[config.mk]
export PLATFORM = sky130hd
export DESIGN_NAME = ring_scheduler
export DESIGN_NICKNAME = d
export VERILOG_FILES = /design/src/rtl/ring_scheduler.sv
export SDC_FILE = /design/constraint.sdc
export NUM_CORES = 1
export LEC_CHECK = 0
export BUFFER_PORTS_ARGS = -buffer_cell sky130_fd_sc_hd__clkbuf_2
export CORE_MARGIN = 3
export CORE_UTILIZATION = 55
export CTS_CLUSTER_DIAMETER = 30
export DETAILED_ROUTE_END_ITERATION = 10
export GPL_ROUTABILITY_DRIVEN = 1
export GPL_TIMING_DRIVEN = 0
export PLACE_DENSITY = 0.88
export SKIP_LAST_GASP = 1
export SLEW_MARGIN = 0
export SYNTH_ARGS = -nofsm -noshare
export SYNTH_HDL_FRONTEND = slang
export SYNTH_SLANG_ARGS = --single-unit
export TNS_END_PERCENT = 30
[constraint.sdc]
create_clock -name CLK -period 3.95 [get_ports CLK]
set_input_delay 0.1975 -clock CLK [delete_from_list [all_inputs] [get_ports CLK]]
set_output_delay 0.1975 -clock CLK [all_outputs]
set_load 0.1 [all_outputs]
[src/rtl/ring_scheduler.sv]
// ring_scheduler: arbitrates the single speaker path between the alarm ring
// and the hourly chime, with snooze and auto-timeout handling. All durations
// are in seconds, counted on the one-cycle sec_tick from the timekeeping chain.
module ring_scheduler #(
    parameter int RING_SECS   = 60,   // alarm ring duration before timeout (1..255)
    parameter int SNOOZE_SECS = 240,  // snooze duration before re-ringing (1..1023)
    parameter int CHIME_SECS  = 5,    // chime burst duration (1..15)
    parameter int MAX_SNOOZE  = 3     // snoozes allowed per alarm event (0..7)
) (
    input  logic       CLK,
    input  logic       RST_n,
    input  logic       EN_work,
    input  logic       sec_tick,
    input  logic       alarm_match,
    input  logic       chime_req,
    input  logic       Off,
    input  logic       Snooze,
    output logic       ring,
    output logic       chime,
    output logic       snoozing,
    output logic [2:0] snooze_cnt
);

    // The down-counter must hold the longest of the three durations.
    localparam int MAX_RS   = (RING_SECS > SNOOZE_SECS) ? RING_SECS : SNOOZE_SECS;
    localparam int MAX_SECS = (MAX_RS > CHIME_SECS) ? MAX_RS : CHIME_SECS;
    localparam int CNT_W    = $clog2(MAX_SECS + 1);

    localparam logic [CNT_W-1:0] RING_LD   = CNT_W'(RING_SECS);
    localparam logic [CNT_W-1:0] SNOOZE_LD = CNT_W'(SNOOZE_SECS);
    localparam logic [CNT_W-1:0] CHIME_LD  = CNT_W'(CHIME_SECS);
    localparam logic [CNT_W-1:0] CNT_ONE   = CNT_W'(1);
    localparam logic [2:0]       SNZ_MAX   = 3'(MAX_SNOOZE);

    typedef enum logic [1:0] {
        S_IDLE   = 2'd0,
        S_CHIME  = 2'd1,
        S_ALARM  = 2'd2,
        S_SNOOZE = 2'd3
    } state_t;

    state_t           state_q, state_d;
    logic [CNT_W-1:0] cnt_q, cnt_d;
    logic [2:0]       snz_q, snz_d;
    logic             match_q;

    logic             alarm_edge;
    logic             timeout;
    logic             can_snooze;
    logic             load;
    logic [CNT_W-1:0] load_val;

    // Saturating increment of the per-event snooze count; callers only use it
    // below MAX_SNOOZE, the clamp keeps the count bounded regardless.
    function automatic logic [2:0] snooze_inc(input logic [2:0] cnt);
        if (cnt >= SNZ_MAX) begin
            return SNZ_MAX;
        end
        return cnt + 3'd1;
    endfunction

    // One trigger per matching minute: only the rising edge of alarm_match counts.
    assign alarm_edge = alarm_match & ~match_q;
    // Timeout is the tick that would take the counter from 1 to 0.
    assign timeout    = sec_tick && (cnt_q == CNT_ONE);
    // Snooze count never exceeds SNZ_MAX, so inequality means room is left.
    assign can_snooze = (MAX_SNOOZE != 0) && (snz_q != SNZ_MAX);

    // State, counter, snooze count and alarm-match history registers.
    always_ff @(posedge CLK or negedge RST_n) begin
        if (!RST_n) begin
            state_q <= S_IDLE;
            cnt_q   <= '0;
            snz_q   <= 3'd0;
            match_q <= 1'b0;
        end else begin
            state_q <= state_d;
            cnt_q   <= cnt_d;
            snz_q   <= snz_d;
            match_q <= alarm_match;
        end
    end

    // Next-state logic; priority is EN_work > Off > Snooze > timeout > alarm_edge > chime_req.
    always_comb begin
        state_d  = state_q;
        snz_d    = snz_q;
        load     = 1'b0;
        load_val = '0;

        if (!EN_work) begin
            state_d  = S_IDLE;
            snz_d    = 3'd0;
            load     = 1'b1;
            load_val = '0;
        end else begin
            case (state_q)
                S_IDLE: begin
                    // Alarm wins over a simultaneous chime request; the chime is dropped.
                    if (alarm_edge) begin
                        state_d  = S_ALARM;
                        snz_d    = 3'd0;
                        load     = 1'b1;
                        load_val = RING_LD;
                    end else if (chime_req) begin
                        state_d  = S_CHIME;
                        load     = 1'b1;
                        load_val = CHIME_LD;
                    end
                end

                S_CHIME: begin
                    // A new alarm preempts the chime; the chime is not resumed later.
                    if (Off || timeout) begin
                        state_d  = S_IDLE;
                        load     = 1'b1;
                        load_val = '0;
                    end else if (alarm_edge) begin
                        state_d  = S_ALARM;
                        snz_d    = 3'd0;
                        load     = 1'b1;
                        load_val = RING_LD;
                    end
                end

                S_ALARM: begin
                    if (Off) begin
                        state_d  = S_IDLE;
                        snz_d    = 3'd0;
                        load     = 1'b1;
                        load_val = '0;
                    end else if (Snooze && can_snooze) begin
                        state_d  = S_SNOOZE;
                        snz_d    = snooze_inc(snz_q);
                        load     = 1'b1;
                        load_val = SNOOZE_LD;
                    end else if (timeout) begin
                        // An unanswered ring behaves like a snooze until snoozes run out.
                        if (can_snooze) begin
                            state_d  = S_SNOOZE;
                            snz_d    = snooze_inc(snz_q);
                            load     = 1'b1;
                            load_val = SNOOZE_LD;
                        end else begin
                            state_d  = S_IDLE;
                            snz_d    = 3'd0;
                            load     = 1'b1;
                            load_val = '0;
                        end
                    end
                end

                S_SNOOZE: begin
                    if (Off) begin
                        state_d  = S_IDLE;
                        snz_d    = 3'd0;
                        load     = 1'b1;
                        load_val = '0;
                    end else if (timeout) begin
                        state_d  = S_ALARM;
                        load     = 1'b1;
                        load_val = RING_LD;
                    end
                end

                default: begin
                    state_d  = S_IDLE;
                    snz_d    = 3'd0;
                    load     = 1'b1;
                    load_val = '0;
                end
            endcase
        end
    end

    // Counter next value: a state entry loads the full duration and swallows any
    // coincident tick; otherwise count down once per second until zero.
    always_comb begin
        cnt_d = cnt_q;
        if (load) begin
            cnt_d = load_val;
        end else if (sec_tick && (cnt_q != '0)) begin
            cnt_d = cnt_q - CNT_ONE;
        end
    end

    // Moore outputs decoded from the state register, so they clear with reset.
    always_comb begin
        ring       = (state_q == S_ALARM);
        chime      = (state_q == S_CHIME);
        snoozing   = (state_q == S_SNOOZE);
        snooze_cnt = snz_q;
    end

endmodule

==> results.py, run 1 <==
metrics = {
    "finish": {
        "fin_area_um2": 1180,
        "multi_input_area_um2": 659,
        "regArea_um2": 350,
        "antenna_cells": 0,
        "drive_gt1_share_pct": 21.3,
        "fillCellCount": 149,
        "fin_nets": 142,
        "syn_to_final_growth_pct": 11.8,
    },
    "worst_setup_path": {
        "cp-end-kind": "flop",
        "critical_path.cell_chain": "inv_1, ha_1, nor4b_1, a21boi_0, xnor2_1, o2bb2ai_1",
        "slowest_delay_ns": 0.63,
        "critPathKind": "reg2reg",
        "reg2reg_depth": 6,
        "worstSetupStartpointType": "flop",
        "slowest_stage": "nor4b_1",
        "worst-path-max-fanout": 5,
        "rrSetupSlack_ns": 1.81,
        "path_buf_inv": 1,
        "critPathRequiredTime_ns": 4.11,
        "cp_top_family": "simple AND/OR/NAND/NOR gates",
        "arrival_ns": 2.30,
        "r2r-end": "cnt_q[0]$_DFFE_PN0P_",
        "rr_startpoint": "cnt_q[0]$_DFFE_PN0P_",
    },
    "synth": {
        "synth_warnings": 0,
        "syn_area_um2": 1050,
        "yosys.area_share.simple_pct": 24.5,
        "syn_avg_cell_area_um2": 9.48,
        "async_reset_ff_share_pct": 100,
        "yosysTopAreaCellShare_pct": 33.3,
        "synth_seq_area_share_pct": 33.3,
        "ys.flop_type": "dfrtp_1",
        "synth_seq_cells": 14,
        "synth.area.top_cells": "dfrtp_1 (33%), ha_1 (5.9%), nor4b_4 (4.5%)",
        "synthMuxAreaShare_pct": 3.92,
        "synth_top_family_by_area": "compound AO/OA/AOI/OAI gates",
        "synth_xor_area_share_pct": 0.832,
        "synth_compound_area_share_pct": 27.5,
        "synth-edff-count": 0,
        "synth_cell_type_count": 45,
        "syn-num-nets": 124,
        "netlist_instances": 111,
        "synthAdderAreaFrac_pct": 5.95,
        "synth_area_leader_cell": "dfrtp_1",
    },
    "pwr": {
        "power_density_nw_per_um2": 349,
        "peakVddDrop_mv": 0.219,
        "p_leak_nw": 0.501,
    },
    "clocking": {
        "cts_inserted_buffers": 3,
        "clock_latency_ns": 0.28,
        "h-tree-depth": 1,
        "cts_resized": 0,
        "cts.sinks": 14,
        "cts_setup_buffers": 0,
        "clk_pin_slew_worst_paths_ns": 0.08,
        "tritoncts": "done",
        "clockRootBuffer": "clkbuf_4",
        "clk_path_buf_depth": 2,
    },
    "global_routing": {
        "grt_start_max_net_pins": 15,
        "antenna_found_initial": 0,
        "grt_pass1_wl_mm": 4.11,
        "grt_pass1_vias": 942,
        "track_usage_pct": 21.4,
        "overflow": 0,
    },
    "timing": {
        "period_share_pct": 54.1,
        "rsz0062_at_grt": "false",
        "clock_skew_ns": 0.00506,
        "min_period_ns": 2.14,
        "setup_viol": 0,
        "max_freq_mhz": 468,
        "finalHoldViolations": 0,
        "timing.setup.tns_ns": 0,
        "drv_slew": 0,
        "relSlewSlack_pct": 49.4,
        "worst_pin_slew_ns": 0.748,
    },
    "die": {
        "die-area_um2": 2470,
        "coreArea_um2": 1760,
        "row_count": 15,
        "die-width_um": 49.7,
        "io-pin-count": 14,
        "die_y_um": 49.7,
        "start_util_pct": 59.6,
    },
    "routing": {
        "dr.first_iter.drc_count": 32,
        "vias_per_cell": 6.07,
        "routed_wl_mm": 2.30,
        "wl_per_cell_um": 15.1,
        "ant_nets": 0,
        "drcViolationCount": 0,
        "drt_pass1_iterations": 4,
        "route.vias.total": 922,
    },
    "placement": {
        "io_buffers": 12,
        "gp_congestion": 0.924,
        "hpwl_mm": 1.77,
        "placed_cell_area_um2": 1140,
    },
    "min_path": {
        "holdPathEnd": "match_q$_DFF_PN0_",
        "min_path_cells": 1,
        "hold_class": "in2reg",
        "min_from": "alarm_match",
    },
    "status": {
        "outcome": "finished clean",
    },
    "job": {
        "drv_cap": 0,
    },
}
## cell families after synthesis
| group | after synthesis |
|---|---|
| mux | 4 |
| flops | 14 |
| fa+ha+maj | 5 |
| simple gates | 39 |
| compound gates | 37 |
| buf+inv | 11 |
| xor+xnor | 1 |
## worst max path at each step
stage / start / endpoint / slack, ns / cells past startpoint
6_report: cnt_q[0]$_DFFE_PN0P_ / cnt_q[0]$_DFFE_PN0P_ / 1.81 / 6
5_1_grt: cnt_q[1]$_DFFE_PN0P_ / cnt_q[0]$_DFFE_PN0P_ / 1.48 / 6
4_1_cts: cnt_q[0]$_DFFE_PN0P_ / cnt_q[0]$_DFFE_PN0P_ / 1.77 / 6
3_5_place_dp: cnt_q[0]$_DFFE_PN0P_ / cnt_q[0]$_DFFE_PN0P_ / 1.81 / 6
3_3_place_gp: cnt_q[0]$_DFFE_PN0P_ / snooze_cnt[0]$_DFFE_PN0P_ / 1.89 / 5
2_1_floorplan: snooze_cnt[2]$_DFFE_PN0P_ / cnt_q[4]$_DFFE_PN0P_ / 1.44 / 6
## repair_timing
| action | in CTS | in global routing |
|---|---|---|
| endpoints found under the setup margin | 0 | 0 |
| hold endpoints to repair | 14 | 0 |
| hold buffers | 1 | 0 |
## through the flow
step,utilization (%),setup slack (ns),std cells,hold slack (ns),power (W)
after detailed placement,64.8,1.81,148,0.117,0.000333
final,66.7,1.81,152,0.0447,0.000411
after global placement,64.8,1.89,148,0.112,0.000324
after CTS,66.7,1.77,152,0.0435,0.000413
after floorplan,-,1.44,111,-0.0981,0.000296
after global routing,66.7,1.48,152,0.0424,0.000440
## sequential cells by signal, summed over array words and instances, names as in the netlist
signal      count
cnt_q           8
match_q         1
snooze_cnt      3
state_q         2
## power breakdown
part	switching (W)	internal, W
Combinational	0.0000999	0.0000581
Sequential	0.0000177	0.000155
Clock	0.0000449	0.0000354
## cells in the final DEF, fill, tap and decap left out, types with 2 or more instances in the layout
| cell type | Yosys | final |
|---|---|---|
| nor2_1 | 9 | 9 |
| o211ai_1 | 4 | 4 |
| nand2b_1 | 4 | 4 |
| mux2i_1 | 3 | 3 |
| clkbuf_2 | 0 | 12 |
| dfrtp_1 | 14 | 14 |
| ha_1 | 5 | 5 |
| a21oi_1 | 7 | 7 |
| nand3b_1 | 3 | 3 |
| clkbuf_4 | 0 | 3 |
| o21ai_0 | 3 | 3 |
| nor4b_4 | 2 | 2 |
| nand2_1 | 6 | 6 |
| o2bb2ai_1 | 3 | 3 |
| a31oi_1 | 2 | 2 |
| nor2b_1 | 2 | 2 |
| nand3_1 | 2 | 2 |
| o22ai_1 | 2 | 2 |
| a211oi_1 | 4 | 4 |
| inv_1 | 9 | 9 |
## cell usage after synthesis (2+ instances only)
cell	count
nand2_1	6
nor2b_1	2
nand3b_1	3
ha_1	5
nand2b_1	4
o211ai_1	4
o21ai_0	3
a21oi_1	7
nor2_1	9
dfrtp_1	14
a31oi_1	2
a211oi_1	4
nor4b_4	2
o22ai_1	2
nand3_1	2
o2bb2ai_1	3
mux2i_1	3
inv_1	9
## cell type report
| class | instances | share of cell area [%] |
|---|---|---|
| tap | 25 | 2.66 |
| inverter | 9 | 2.87 |
| clock buffer | 3 | 1.91 |
| multi-input combinational | 86 | 56.1 |
| timing repair buffer | 13 | 5.96 |
| sequential | 14 | 29.8 |
| buffer | 2 | 0.745 |
## routing by layer
layer,share of wire (%),global-route usage (%)
met1,45,26.8
met2,49,37.0
met3,4.3,2.72
met5,0,0
met4,1.8,8.76
No activity file was read; power rests on OpenSTA's default activity.
==> run 2, diff against run 1 <==
- clock period: 3.95 -> 2.07 ns (I/O delays scaled with it)
==> run 2 against run 1 <==
Sequential share of layout area decreased by 2.8 points. First-iteration DRC count up 47%. Global-route usage fell by 0.064 points. Register-to-register slack got worse by 1.8 ns. Cell count is 5.9% higher. Power increased by 110%. Sequential power up 93%. Non-clock buffer count increased by 7. Clock power increased by 110%. Largest power group is now combinational logic. Combinational power rose by 130%. Worst hold slack gained 0.056 ns. Routed wire length rose by 33%.
==> results.py, run 2 (synthesized netlist as in run 1, its figures left out) <==
metrics = {
    "status": {
        "outcome": "finished clean",
    },
    "die": {
        "row_count": 15,
        "die-width_um": 49.7,
        "io-pin-count": 14,
        "die_y_um": 49.7,
        "start_util_pct": 59.6,
        "coreArea_um2": 1760,
        "die-area_um2": 2470,
    },
    "worst_setup_path": {
        "arrival_ns": 2.24,
        "worstSetupStartpointType": "flop",
        "rrSetupSlack_ns": 0.02,
        "r2r-end": "snooze_cnt[0]$_DFFE_PN0P_",
        "cp-end-kind": "flop",
        "critPathLaunch": "cnt_q[0]$_DFFE_PN0P_",
        "rr_startpoint": "cnt_q[0]$_DFFE_PN0P_",
        "slowest_delay_ns": 0.52,
        "critical_path.cell_chain": "ha_1, nor4b_4, a2111o_1, a31oi_4, mux2_2",
        "critPathRequiredTime_ns": 2.25,
        "reg2reg_depth": 5,
        "worst-path-max-fanout": 7,
        "slowest_stage": "a2111o_1",
        "critPathKind": "reg2reg",
    },
    "routing": {
        "dr_wl_met3_um": 206,
        "ant_nets": 0,
        "wl_met1_mm": 1.15,
        "dr.first_iter.drc_count": 47,
        "vias_per_cell": 6.56,
        "dr.max_layer_used": "met4",
        "wl_per_cell_um": 19.1,
        "drt_pass1_iterations": 4,
        "drcViolationCount": 0,
        "wl_met2_mm": 1.60,
        "routed_wl_mm": 3.07,
        "route.vias.total": 1056,
    },
    "global_routing": {
        "overflow": 0,
        "antenna_found_initial": 0,
        "track_usage_pct": 21.4,
        "grt_pass1_vias": 934,
        "grt_start_max_net_pins": 15,
        "grt_pass1_wl_mm": 4.10,
    },
    "pwr": {
        "peakVddDrop_mv": 0.450,
        "power_w": 0.000868,
        "power_density_nw_per_um2": 647,
        "p_leak_nw": 0.544,
    },
    "timing": {
        "worst_pin_slew_ns": 0.578,
        "drv_slew": 0,
        "rsz0062_at_grt": "true",
        "clock_skew_ns": 0.00708,
        "setup_viol": 0,
        "finalHoldViolations": 0,
        "min_period_ns": 2.05,
        "period_share_pct": 99.1,
        "max_freq_mhz": 487,
        "relSlewSlack_pct": 61.6,
    },
    "clocking": {
        "tritoncts": "done",
        "cts.sinks": 14,
        "clk_pin_slew_worst_paths_ns": 0.09,
        "clockRootBuffer": "clkbuf_4",
        "cts_inserted_buffers": 3,
        "h-tree-depth": 1,
        "clk_path_buf_depth": 2,
        "clock_latency_ns": 0.29,
    },
    "finish": {
        "final_cell_mix": "clkbuf_2 (12), dfrtp_1 (11), nor2_1 (9), inv_1 (8), a21oi_1 (7)",
        "largest_reg_flops": 8,
        "layout_commonest_cell": "clkbuf_2",
        "top_register": "cnt_q",
        "utilization_pct": 76.0,
        "syn_to_final_growth_pct": 27.5,
        "fin_nets": 150,
        "drive_gt1_share_pct": 33.1,
        "antenna_cells": 0,
    },
    "min_path": {
        "min_path_cells": 2,
        "holdPathEnd": "cnt_q[0]$_DFFE_PN0P_",
        "hold_class": "in2reg",
        "min_from": "chime_req",
    },
    "placement": {
        "gp_congestion": 0.896,
        "hpwl_mm": 1.93,
        "io_buffers": 12,
    },
    "job": {
        "drv_cap": 0,
    },
}
[run 2: worst max-delay path by stage]
stage | to | slack (ns) | cells past startpoint
floorplan | cnt_q[4]$_DFFE_PN0P_ | 0.01 | 6
global placement | cnt_q[0]$_DFFE_PN0P_ | 0.009 | 6
detailed placement | cnt_q[0]$_DFFE_PN0P_ | -0.13 | 6
CTS | snooze_cnt[0]$_DFFE_PN0P_ | -0.06 | 6
global route | cnt_q[5]$_DFFE_PN0P_ | -0.05 | 6
finish | snooze_cnt[0]$_DFFE_PN0P_ | 0.02 | 5
[run 2: where the power goes]
| part | switching (W) | leakage (nW) | total, W | internal (W) |
|---|---|---|---|---|
| clock network | 0.0000949 | 0.0150 | 0.000170 | 0.0000750 |
| logic | 0.000226 | 0.347 | 0.000366 | 0.000140 |
| registers | 0.0000360 | 0.182 | 0.000332 | 0.000296 |
[run 2: final cells by class]
cell class	count	area, um^2
Multi-Input combinational cell	87	754
Fill cell	139	423
Sequential cell	14	362
Timing Repair Buffer	20	125
Inverter	9	33.8
Tap cell	25	31.3
Clock buffer	4	26.3
Buffer	2	8.76
[run 2: stage by stage]
| step | hold WS [ns] | instance area, um^2 | setup TNS [ns] | instances | setup WS, ns |
|---|---|---|---|---|---|
| 4_1_cts | 0.0692 | 1220 | -0.0573 | 154 | -0.0573 |
| 2_1_floorplan | -0.192 | 1080 | 0 | 111 | 0.0147 |
| 5_1_grt | 0.105 | 1340 | -0.293 | 161 | -0.0530 |
| 3_3_place_gp | 0.0202 | 1170 | 0 | 148 | 0.00880 |
| 3_5_place_dp | 0.0260 | 1170 | -0.272 | 148 | -0.126 |
| 6_report | 0.101 | 1340 | 0 | 161 | 0.0179 |
[run 2: timing repair]
item / 4_1_cts / 5_1_grt
endpoints found under the setup margin: 3 / 11
pin swaps: 0 / 5
hold endpoints to repair: 15 / 0
buffers inserted: 0 / 6
gates resized for setup: 1 / 10
cloned: 0 / 1
hold buffers: 2 / 0
[run 2: routing by layer]
metal,GRT usage [%],up-vias
met5,0,-
met3,3.63,13
met4,7.83,0
li1,-,477
met1,25.2,506
met2,38.3,60
[run 2: critical path, delay by kind of cell, from the launching register on]
kind            cells  cell delay [ns]
flops               1             0.44
simple gates        1             0.17
mux                 1             0.35
fa+ha+maj           1             0.23
compound gates      2             0.76
==> run 3, diff against run 2 <==
- CORE_UTILIZATION: 55 -> 52
- PLACE_DENSITY: 0.88 -> 0.84
==> run 3 against run 2 <==
Die area rose by 5.1%. Global-route usage decreased by 0.41 points. Sequential cell count did not move. Utilization decreased by 3.0 points. Combinational power decreased by 6.6%. Clock power decreased by 5%. Highest routed layer unchanged. Routed wire length down 15%. Via count shrank 4.7%. Largest cell class unchanged. Maximum frequency down 0.75%. Sequential power about the same. Critical path depth up 1.
==> results.py, run 3 (synthesized netlist as in run 1, its figures left out) <==
metrics = {
    "global_routing": {
        "grt_pass1_vias": 917,
        "track_usage_pct": 21.0,
        "grt_start_max_net_pins": 15,
        "overflow": 0,
        "antenna_found_initial": 0,
        "grt_pass1_wl_mm": 4.16,
    },
    "routing": {
        "ant_nets": 0,
        "drt_pass1_iterations": 4,
        "drcViolationCount": 0,
        "routed_wl_mm": 2.60,
        "route.vias.total": 1006,
        "dr.first_iter.drc_count": 27,
        "wl_per_cell_um": 16.0,
        "vias_per_cell": 6.17,
    },
    "worst_setup_path": {
        "reg2reg_depth": 6,
        "worstSetupStartpointType": "flop",
        "cp-end-kind": "flop",
        "arrival_ns": 2.24,
        "rr_startpoint": "cnt_q[1]$_DFFE_PN0P_",
        "critPathRequiredTime_ns": 2.24,
        "critPathKind": "reg2reg",
        "rrSetupSlack_ns": 0.002,
        "r2r-end": "snooze_cnt[0]$_DFFE_PN0P_",
        "worst-path-max-fanout": 7,
    },
    "timing": {
        "drv_slew": 0,
        "min_period_ns": 2.07,
        "clock_skew_ns": 0.00461,
        "setup_viol": 0,
        "worst_pin_slew_ns": 0.631,
        "relSlewSlack_pct": 57.8,
        "period_share_pct": 99.9,
        "max_freq_mhz": 484,
        "rsz0062_at_grt": "true",
        "setup_ws_ns": 0.00244,
        "holdWs_ns": 0.0851,
        "finalHoldViolations": 0,
    },
    "finish": {
        "stdcell_count": 163,
        "largest_reg_flops": 8,
        "layout_commonest_cell": "clkbuf_2",
        "syn_to_final_growth_pct": 26.4,
        "multi_input_area_um2": 721,
        "fillCellCount": 144,
        "final_cell_mix": "clkbuf_2 (12), dfrtp_1 (11), nor2_1 (9), buf_4 (9), inv_1 (8)",
        "antenna_cells": 0,
        "fin_nets": 152,
        "drive_gt1_share_pct": 33.3,
        "utilization_pct": 73.1,
        "regArea_um2": 362,
        "top_register": "cnt_q",
    },
    "pwr": {
        "power_density_nw_per_um2": 627,
        "peakVddDrop_mv": 0.350,
        "p_leak_nw": 0.554,
    },
    "clocking": {
        "clk_pin_slew_worst_paths_ns": 0.09,
        "clk_path_buf_depth": 2,
        "cts.sinks": 14,
        "clockRootBuffer": "clkbuf_4",
        "h-tree-depth": 1,
        "tritoncts": "done",
        "clock_latency_ns": 0.27,
        "cts_inserted_buffers": 3,
    },
    "min_path": {
        "min_from": "chime_req",
        "min_path_cells": 2,
        "hold_class": "in2reg",
        "holdPathEnd": "cnt_q[0]$_DFFE_PN0P_",
    },
    "job": {
        "drv_cap": 0,
    },
    "placement": {
        "io_buffers": 12,
        "gp_congestion": 0.897,
        "dp.cells": 148,
        "dp_slack_ns": -0.0963,
        "hpwl_mm": 1.84,
    },
    "die": {
        "start_util_pct": 57.8,
        "row_count": 15,
        "die_y_um": 51.0,
        "io-pin-count": 14,
        "coreArea_um2": 1820,
        "die-area_um2": 2600,
        "die-width_um": 51.0,
    },
    "status": {
        "outcome": "finished clean",
    },
}
## run 3: what timing repair did
action / CTS / global route
setup endpoints to repair: 4 / 11
buffers inserted: 0 / 9
gates resized for setup: 1 / 6
pin swaps: 0 / 5
hold buffers: 2 / 0
endpoints found under the hold margin: 15 / 0
## run 3: how the worst max path moves through the flow
stage,cells past startpoint,start,to
after detailed placement,6,cnt_q[0]$_DFFE_PN0P_,cnt_q[0]$_DFFE_PN0P_
after global routing,7,cnt_q[1]$_DFFE_PN0P_,cnt_q[5]$_DFFE_PN0P_
after floorplan,6,snooze_cnt[1]$_DFFE_PN0P_,cnt_q[4]$_DFFE_PN0P_
final,6,cnt_q[1]$_DFFE_PN0P_,snooze_cnt[0]$_DFFE_PN0P_
after CTS,5,cnt_q[0]$_DFFE_PN0P_,snooze_cnt[0]$_DFFE_PN0P_
after global placement,5,cnt_q[0]$_DFFE_PN0P_,snooze_cnt[0]$_DFFE_PN0P_
## run 3: where the power goes
| part | switching (W) | internal [W] | total (W) |
|---|---|---|---|
| clock network | 0.0000874 | 0.0000746 | 0.000162 |
| logic | 0.000207 | 0.000135 | 0.000342 |
| registers | 0.0000345 | 0.000296 | 0.000330 |
| total | 0.000328 | 0.000506 | 0.000834 |
## run 3: worst max-delay path, cell delays in order, from the launching register on
cell and delay (ns):
dfrtp_1 0.41, inv_2 0.08, ha_1 0.16, nor4b_4 0.54, a2111oi_4 0.20, a31oi_4 0.23, mux2_2 0.35
## run 3: cell type report
class                      instances  area share [%]
buffer                             2           0.659
clock buffer                       4            1.98
inverter                           9            2.54
multi-input combinational         86            54.2
sequential                        14            27.2
tap                               25            2.35
timing repair buffer              23            11.1
## run 3: metrics by stage
stage	TNS (ns)	total power, W	cell area (um^2)
after floorplan	0	0.000565	1080
after detailed placement	-0.199	0.000636	1170
final	0	0.000834	1330
after CTS	-0.0769	0.000798	1220
after global routing	-0.711	0.000892	1330
after global placement	-0.00277	0.000622	1170
## run 3: layer usage
layer,part of all wire [%],vias to the layer above,GRT usage [%]
met5,0,-,0
met4,1.7,0,6.28
met3,3.9,12,2.92
met2,51,41,35.4
met1,44,473,27.6
li1,-,480,-
